--- src/rtl/pll_rst_seq_pkg.sv ---
// Shared state and cause encodings for the PLL reset sequencer.
package pll_rst_seq_pkg;

  typedef enum logic [1:0] {
    S_PLL_RST   = 2'd0,
    S_LOCK_WAIT = 2'd1,
    S_SYS_HOLD  = 2'd2,
    S_RUN       = 2'd3
  } state_t;

  typedef enum logic [1:0] {
    CAUSE_POR  = 2'd0,
    CAUSE_KEY  = 2'd1,
    CAUSE_SOFT = 2'd2
  } cause_t;

  localparam logic [7:0] RST_COUNT_MAX = 8'hFF;

endpackage

--- src/rtl/pll_rst_seq_key_debounce.sv ---
// Pushbutton conditioner: 2-FF synchroniser, stability counter and press pulse.
module key_debounce
  import pll_rst_seq_pkg::*;
#(
  parameter int DEBOUNCE_CYC = 250000,
  parameter int CNT_W        = 18
) (
  input  logic clk,
  input  logic resetn,
  input  logic key_n,
  output logic key_db,
  output logic press_evt
);

  localparam logic [CNT_W-1:0] DEB_LAST = CNT_W'(DEBOUNCE_CYC - 1);

  logic             s1_q, s1_d;
  logic             s2_q, s2_d;
  logic             db_q, db_d;
  logic             press_q, press_d;
  logic [CNT_W-1:0] cnt_q, cnt_d;

  // The counter only runs while the synced level disagrees with the debounced
  // level, so any bounce back to the old level restarts the stability window.
  always_comb begin
    s1_d    = key_n;
    s2_d    = s1_q;
    db_d    = db_q;
    press_d = 1'b0;
    cnt_d   = '0;
    if (s2_q != db_q) begin
      if (cnt_q == DEB_LAST) begin
        db_d    = s2_q;
        press_d = ~s2_q;
      end else begin
        cnt_d = cnt_q + 1'b1;
      end
    end
  end

  always_ff @(posedge clk) begin
    if (!resetn) begin
      s1_q    <= 1'b1;
      s2_q    <= 1'b1;
      db_q    <= 1'b1;
      press_q <= 1'b0;
      cnt_q   <= '0;
    end else begin
      s1_q    <= s1_d;
      s2_q    <= s2_d;
      db_q    <= db_d;
      press_q <= press_d;
      cnt_q   <= cnt_d;
    end
  end

  assign key_db    = db_q;
  assign press_evt = press_q;

endmodule

--- src/rtl/pll_rst_seq.sv ---
// PLL reset sequencer: PLL reset pulse, blind lock wait, SoC reset hold, then run.
//
//  state       | meaning
//  S_PLL_RST   | pll_rst asserted; waits minimum time and debounced key release
//  S_LOCK_WAIT | pll_rst released; fixed settle time (PLL has no lock flag)
//  S_SYS_HOLD  | extra hold of sys_rst_n after settle
//  S_RUN       | sys_rst_n released, ready high
module pll_rst_seq
  import pll_rst_seq_pkg::*;
#(
  parameter int DEBOUNCE_CYC  = 250000,
  parameter int PLL_RST_CYC   = 16,
  parameter int LOCK_WAIT_CYC = 2500,
  parameter int SYS_HOLD_CYC  = 64,
  parameter int CNT_W         = 18
) (
  input  logic       clk,
  input  logic       resetn,
  input  logic       key_n,
  input  logic       soft_rst_req,
  output logic       pll_rst,
  output logic       sys_rst_n,
  output logic       ready,
  output logic [1:0] rst_cause,
  output logic [7:0] rst_count
);

  localparam logic [CNT_W-1:0] PLL_LAST  = CNT_W'(PLL_RST_CYC - 1);
  localparam logic [CNT_W-1:0] LOCK_LAST = CNT_W'(LOCK_WAIT_CYC - 1);
  localparam logic [CNT_W-1:0] HOLD_LAST = CNT_W'(SYS_HOLD_CYC - 1);

  logic key_db, press_evt, soft_edge, restart;

  key_debounce #(
    .DEBOUNCE_CYC(DEBOUNCE_CYC),
    .CNT_W       (CNT_W)
  ) u_key_debounce (
    .clk      (clk),
    .resetn   (resetn),
    .key_n    (key_n),
    .key_db   (key_db),
    .press_evt(press_evt)
  );

  state_t           state_q, state_d;
  cause_t           cause_q, cause_d;
  logic [CNT_W-1:0] cnt_q, cnt_d;
  logic [7:0]       count_q, count_d;
  logic             pll_rst_q, pll_rst_d;
  logic             sys_rst_n_q, sys_rst_n_d;
  logic             ready_q, ready_d;
  logic             soft_s1_q, soft_s1_d;
  logic             soft_s2_q, soft_s2_d;
  logic             soft_s3_q, soft_s3_d;

  assign soft_edge = soft_s2_q & ~soft_s3_q;
  assign restart   = press_evt | soft_edge;

  always_comb begin
    soft_s1_d = soft_rst_req;
    soft_s2_d = soft_s1_q;
    soft_s3_d = soft_s2_q;
    state_d   = state_q;
    cause_d   = cause_q;
    count_d   = count_q;
    cnt_d     = cnt_q + 1'b1;

    case (state_q)
      S_PLL_RST: begin
        // Minimum time elapsed: hold the count and wait for the key to let go.
        if (cnt_q >= PLL_LAST) begin
          cnt_d = cnt_q;
          if (key_db) begin
            state_d = S_LOCK_WAIT;
            cnt_d   = '0;
          end
        end
      end
      S_LOCK_WAIT: begin
        if (cnt_q == LOCK_LAST) begin
          state_d = S_SYS_HOLD;
          cnt_d   = '0;
        end
      end
      S_SYS_HOLD: begin
        if (cnt_q == HOLD_LAST) begin
          state_d = S_RUN;
          cnt_d   = '0;
        end
      end
      S_RUN:   cnt_d = '0;
      default: begin
        state_d = S_PLL_RST;
        cnt_d   = '0;
      end
    endcase

    if (restart) begin
      state_d = S_PLL_RST;
      cnt_d   = '0;
      cause_d = press_evt ? CAUSE_KEY : CAUSE_SOFT;
      if (count_q != RST_COUNT_MAX) count_d = count_q + 8'd1;
    end

    pll_rst_d   = (state_d == S_PLL_RST);
    sys_rst_n_d = (state_q == S_RUN) && !restart;
    ready_d     = (state_q == S_RUN) && !restart;
  end

  always_ff @(posedge clk) begin
    if (!resetn) begin
      state_q     <= S_PLL_RST;
      cause_q     <= CAUSE_POR;
      cnt_q       <= '0;
      count_q     <= 8'd0;
      pll_rst_q   <= 1'b1;
      sys_rst_n_q <= 1'b0;
      ready_q     <= 1'b0;
      soft_s1_q   <= 1'b0;
      soft_s2_q   <= 1'b0;
      soft_s3_q   <= 1'b0;
    end else begin
      state_q     <= state_d;
      cause_q     <= cause_d;
      cnt_q       <= cnt_d;
      count_q     <= count_d;
      pll_rst_q   <= pll_rst_d;
      sys_rst_n_q <= sys_rst_n_d;
      ready_q     <= ready_d;
      soft_s1_q   <= soft_s1_d;
      soft_s2_q   <= soft_s2_d;
      soft_s3_q   <= soft_s3_d;
    end
  end

  assign pll_rst   = pll_rst_q;
  assign sys_rst_n = sys_rst_n_q;
  assign ready     = ready_q;
  assign rst_cause = cause_q;
  assign rst_count = count_q;

endmodule

--- config.mk ---
export PLATFORM = sky130hd
export DESIGN_NAME = pll_rst_seq
export DESIGN_NICKNAME = d
export VERILOG_FILES = /design/src/rtl/pll_rst_seq_pkg.sv /design/src/rtl/pll_rst_seq_key_debounce.sv /design/src/rtl/pll_rst_seq.sv
export SDC_FILE = /design/constraint.sdc
export NUM_CORES = 1
export LEC_CHECK = 0
export CAP_MARGIN = 20
export CORE_ASPECT_RATIO = 0.7
export CORE_MARGIN = 2
export CORE_UTILIZATION = 29
export CTS_BUF_LIST = sky130_fd_sc_hd__clkbuf_4
export DETAILED_ROUTE_END_ITERATION = 12
export GPL_ROUTABILITY_DRIVEN = 0
export SYNTH_ARGS = -nofsm -noshare
export SYNTH_HDL_FRONTEND = slang
export SYNTH_HIERARCHICAL = 1
export SYNTH_SLANG_ARGS = --single-unit
--- constraint.sdc ---
create_clock -name clk -period 1.9 [get_ports clk]
set_input_delay 0.285 -clock clk [delete_from_list [all_inputs] [get_ports clk]]
set_output_delay 0.285 -clock clk [all_outputs]
set_load 0.1 [all_outputs]
==> results.ini <==
[status]
status=finished, final reports clean

[timing]
drv_slew=0
hold_viol=0
tightest_slew_ns=0.425
timing.final.crit_share=0.947
fin_worst_skew_ns=0.00720
tns_ns=0
slew_headroom=0.716
hold-worst-slack_ns=0.413
setup_viol=0
min_period_ns=1.80
fmax_ghz=0.556
rsz0062_at_grt=true

[final_layout]
nets=341
ff_latch_area_mm2=0.00116
layout-drive-gt1-share=0.277
num-fill-cells=933
final_common_cell=dfxtp_1
final_cell_mix=dfxtp_1 (46), buf_4 (40), nor2_1 (36)
syn2layout_area_growth_pct=23.7
multiInputGateArea_mm2=0.00144
final_core_util=0.366
antenna_cells=0

[synthesis]
synth_area_per_cell_um2=9.23
syn_area_mm2=0.00265
ys_types=46
synth_nets=294
synth.area.top_cells=dfxtp_1 (43%), xnor2_1 (6.3%), xor2_1 (6.3%)
synth-edff-count=0
seq_area_frac_synth=0.431
synthCells=287
async_flop_share=0
yosys.area.top_type=dfxtp_1
synth_top_area_share=0.431
synth_ff_type=dfxtp_1
synth_warnings=6
yosys_register_bits=57

[worst_hold_path]
hold_depth=1
holdCritPathClass=reg -> reg

[cts]
cts_setup_buffers=0
cts_made_buffers=9
clock_path_buffers=2
clock_sinks=57
cts_tree=built
ctsHtreeMaxLevel=3
clk_pin_slew_ns=0.09
cts-resized-gates=0
cts_root_buffer=clkbuf_4
holdBufCountCts=0
clock_latency_ns=0.42

[worst_setup_path]
crit_chain=ha_2, and3_1, a31o_1, o21ba_4, o31ai_4, buf_12, nor2_1
reg2reg_depth=7
arrival_ns=2.11
critPathMaxFanout=11
cpPeakStageDelay_ns=0.40
crit_cells=7
endpoint_kind=flop
crit_buf_inv=1
cpLargestDelayFamily=compound AO/OA/AOI/OAI gates
cp.required_ns=2.21
worst-setup-path-type=reg -> reg
cp-start-kind=flop
cp_slowest_cell=dfxtp_1

[route]
vias=2066
wl_per_cell_um=11.2
wirelength_mm=5.21
drt_iter0_drc=74
viasPerCell=4.46
dr.pass1.iters=4
detail-route-antenna-nets=0
drc=0

[power]
powerDensity_mw_per_mm2=659
p_total_mw=2.16
leakage_nw=1.25
vdd_drop_max_v=0.000373

[floorplanning]
die_h_um=84.0
io_pins=17
die_area_mm2=0.00993
start_util=0.296
rows=29
die_w_um=118
core_area_mm2=0.00896

[place]
dp_hpwl_mm=3.83
port_buffers=16

[grt]
globalRouteTotalUtil=0.117
grt_pass1_vias=1996
gr-total-overflow=0
grt_pass1_wl_mm=9.20
antenna_found_initial=0
grt_max_degree=18

[run]
cap_violations=0

[worst paths after layout]
path | from | endpoint | slack, ns
worst max register to register | cnt_q[0] | cnt_q[16] | 0.10
worst min register to register | u_key_debounce/s1_q | u_key_debounce/s2_q | 0.41
worst max-delay path | cnt_q[0] | cnt_q[16] | 0.10
worst min-delay path | u_key_debounce/s1_q | u_key_debounce/s2_q | 0.41
[routing by layer]
layer  vias to the layer above  GRT usage  wire length (um)
li1                       1086          -                 -
met1                       954      0.147              2650
met2                        21      0.169              2260
met3                         5     0.0656               227
met4                         0     0.0394                65
met5                         -          0                 0
[state kept, by name (all words and copies together), names as in the netlist, 2 cells and up]
register / count
rst_count: 8
rst_cause: 2
state_q: 2
u_key_debounce/cnt_q: 18
cnt_q: 18
[worst register-to-register path, delay by kind of cell, from the launching register on]
kind	cells	cell delay (ns)
AOI/OAI and AO/OA	3	0.62
DFF	1	0.40
and+or+nand+nor	2	0.26
adders and majority gates	1	0.23
buffers and inverters	1	0.18
[cells in the mapped netlist, drive strengths merged, types with 2 or more instances]
library cell / number
o31ai: 2
a21oi: 3
inv: 5
nor2b: 3
and2: 12
nor4b: 2
buf: 6
and3: 14
nand4: 14
ha: 3
or3: 2
nand2b: 3
and4: 2
nor3: 4
o21ai: 4
nand3: 15
clkbuf: 3
xor2: 19
dfxtp: 57
nor2: 50
nor4: 11
xnor2: 19
nand2: 21
[cell families (layout without fill, tap and decap cells)]
logic type / count (synthesis) / after routing / share of synthesized area
fa+ha+maj: 3 / 3 / 0.0142
mux: 1 / 1 / 0.00378
xor+xnor: 38 / 38 / 0.126
buf+inv: 14 / 66 / 0.0368
compound gates: 17 / 17 / 0.0562
simple gates: 157 / 157 / 0.333
flops: 57 / 57 / 0.431
[per-stage QoR]
step / setup WS, ns / instances / cell area [um^2]
CTS: 0.0464 / 463 / 3260
finish: 0.100 / 463 / 3280
floorplan: 0.00136 / 287 / 2680
global placement: 0.119 / 447 / 3130
global route: -0.0104 / 463 / 3280
detailed placement: 0.0770 / 447 / 3130
[layout make-up]
| cell class | instances | share of cell area |
|---|---|---|
| Multi-Input combinational cell | 216 | 0.439 |
| Sequential cell | 57 | 0.355 |
| Timing Repair Buffer | 45 | 0.113 |
| Tap cell | 124 | 0.0473 |
| Clock buffer | 9 | 0.0206 |
| Clock inverter | 7 | 0.0187 |
| Inverter | 5 | 0.00573 |
[report_power, final]
| part | internal [mW] | leakage (nW) | switching [mW] |
|---|---|---|---|
| sequential | 1.20 | 0.468 | 0.00974 |
| combinational | 0.0477 | 0.716 | 0.0610 |
| clock | 0.385 | 0.0644 | 0.456 |
| total | 1.63 | 1.25 | 0.527 |
Note: power is estimated with default switching activity, not from simulation.
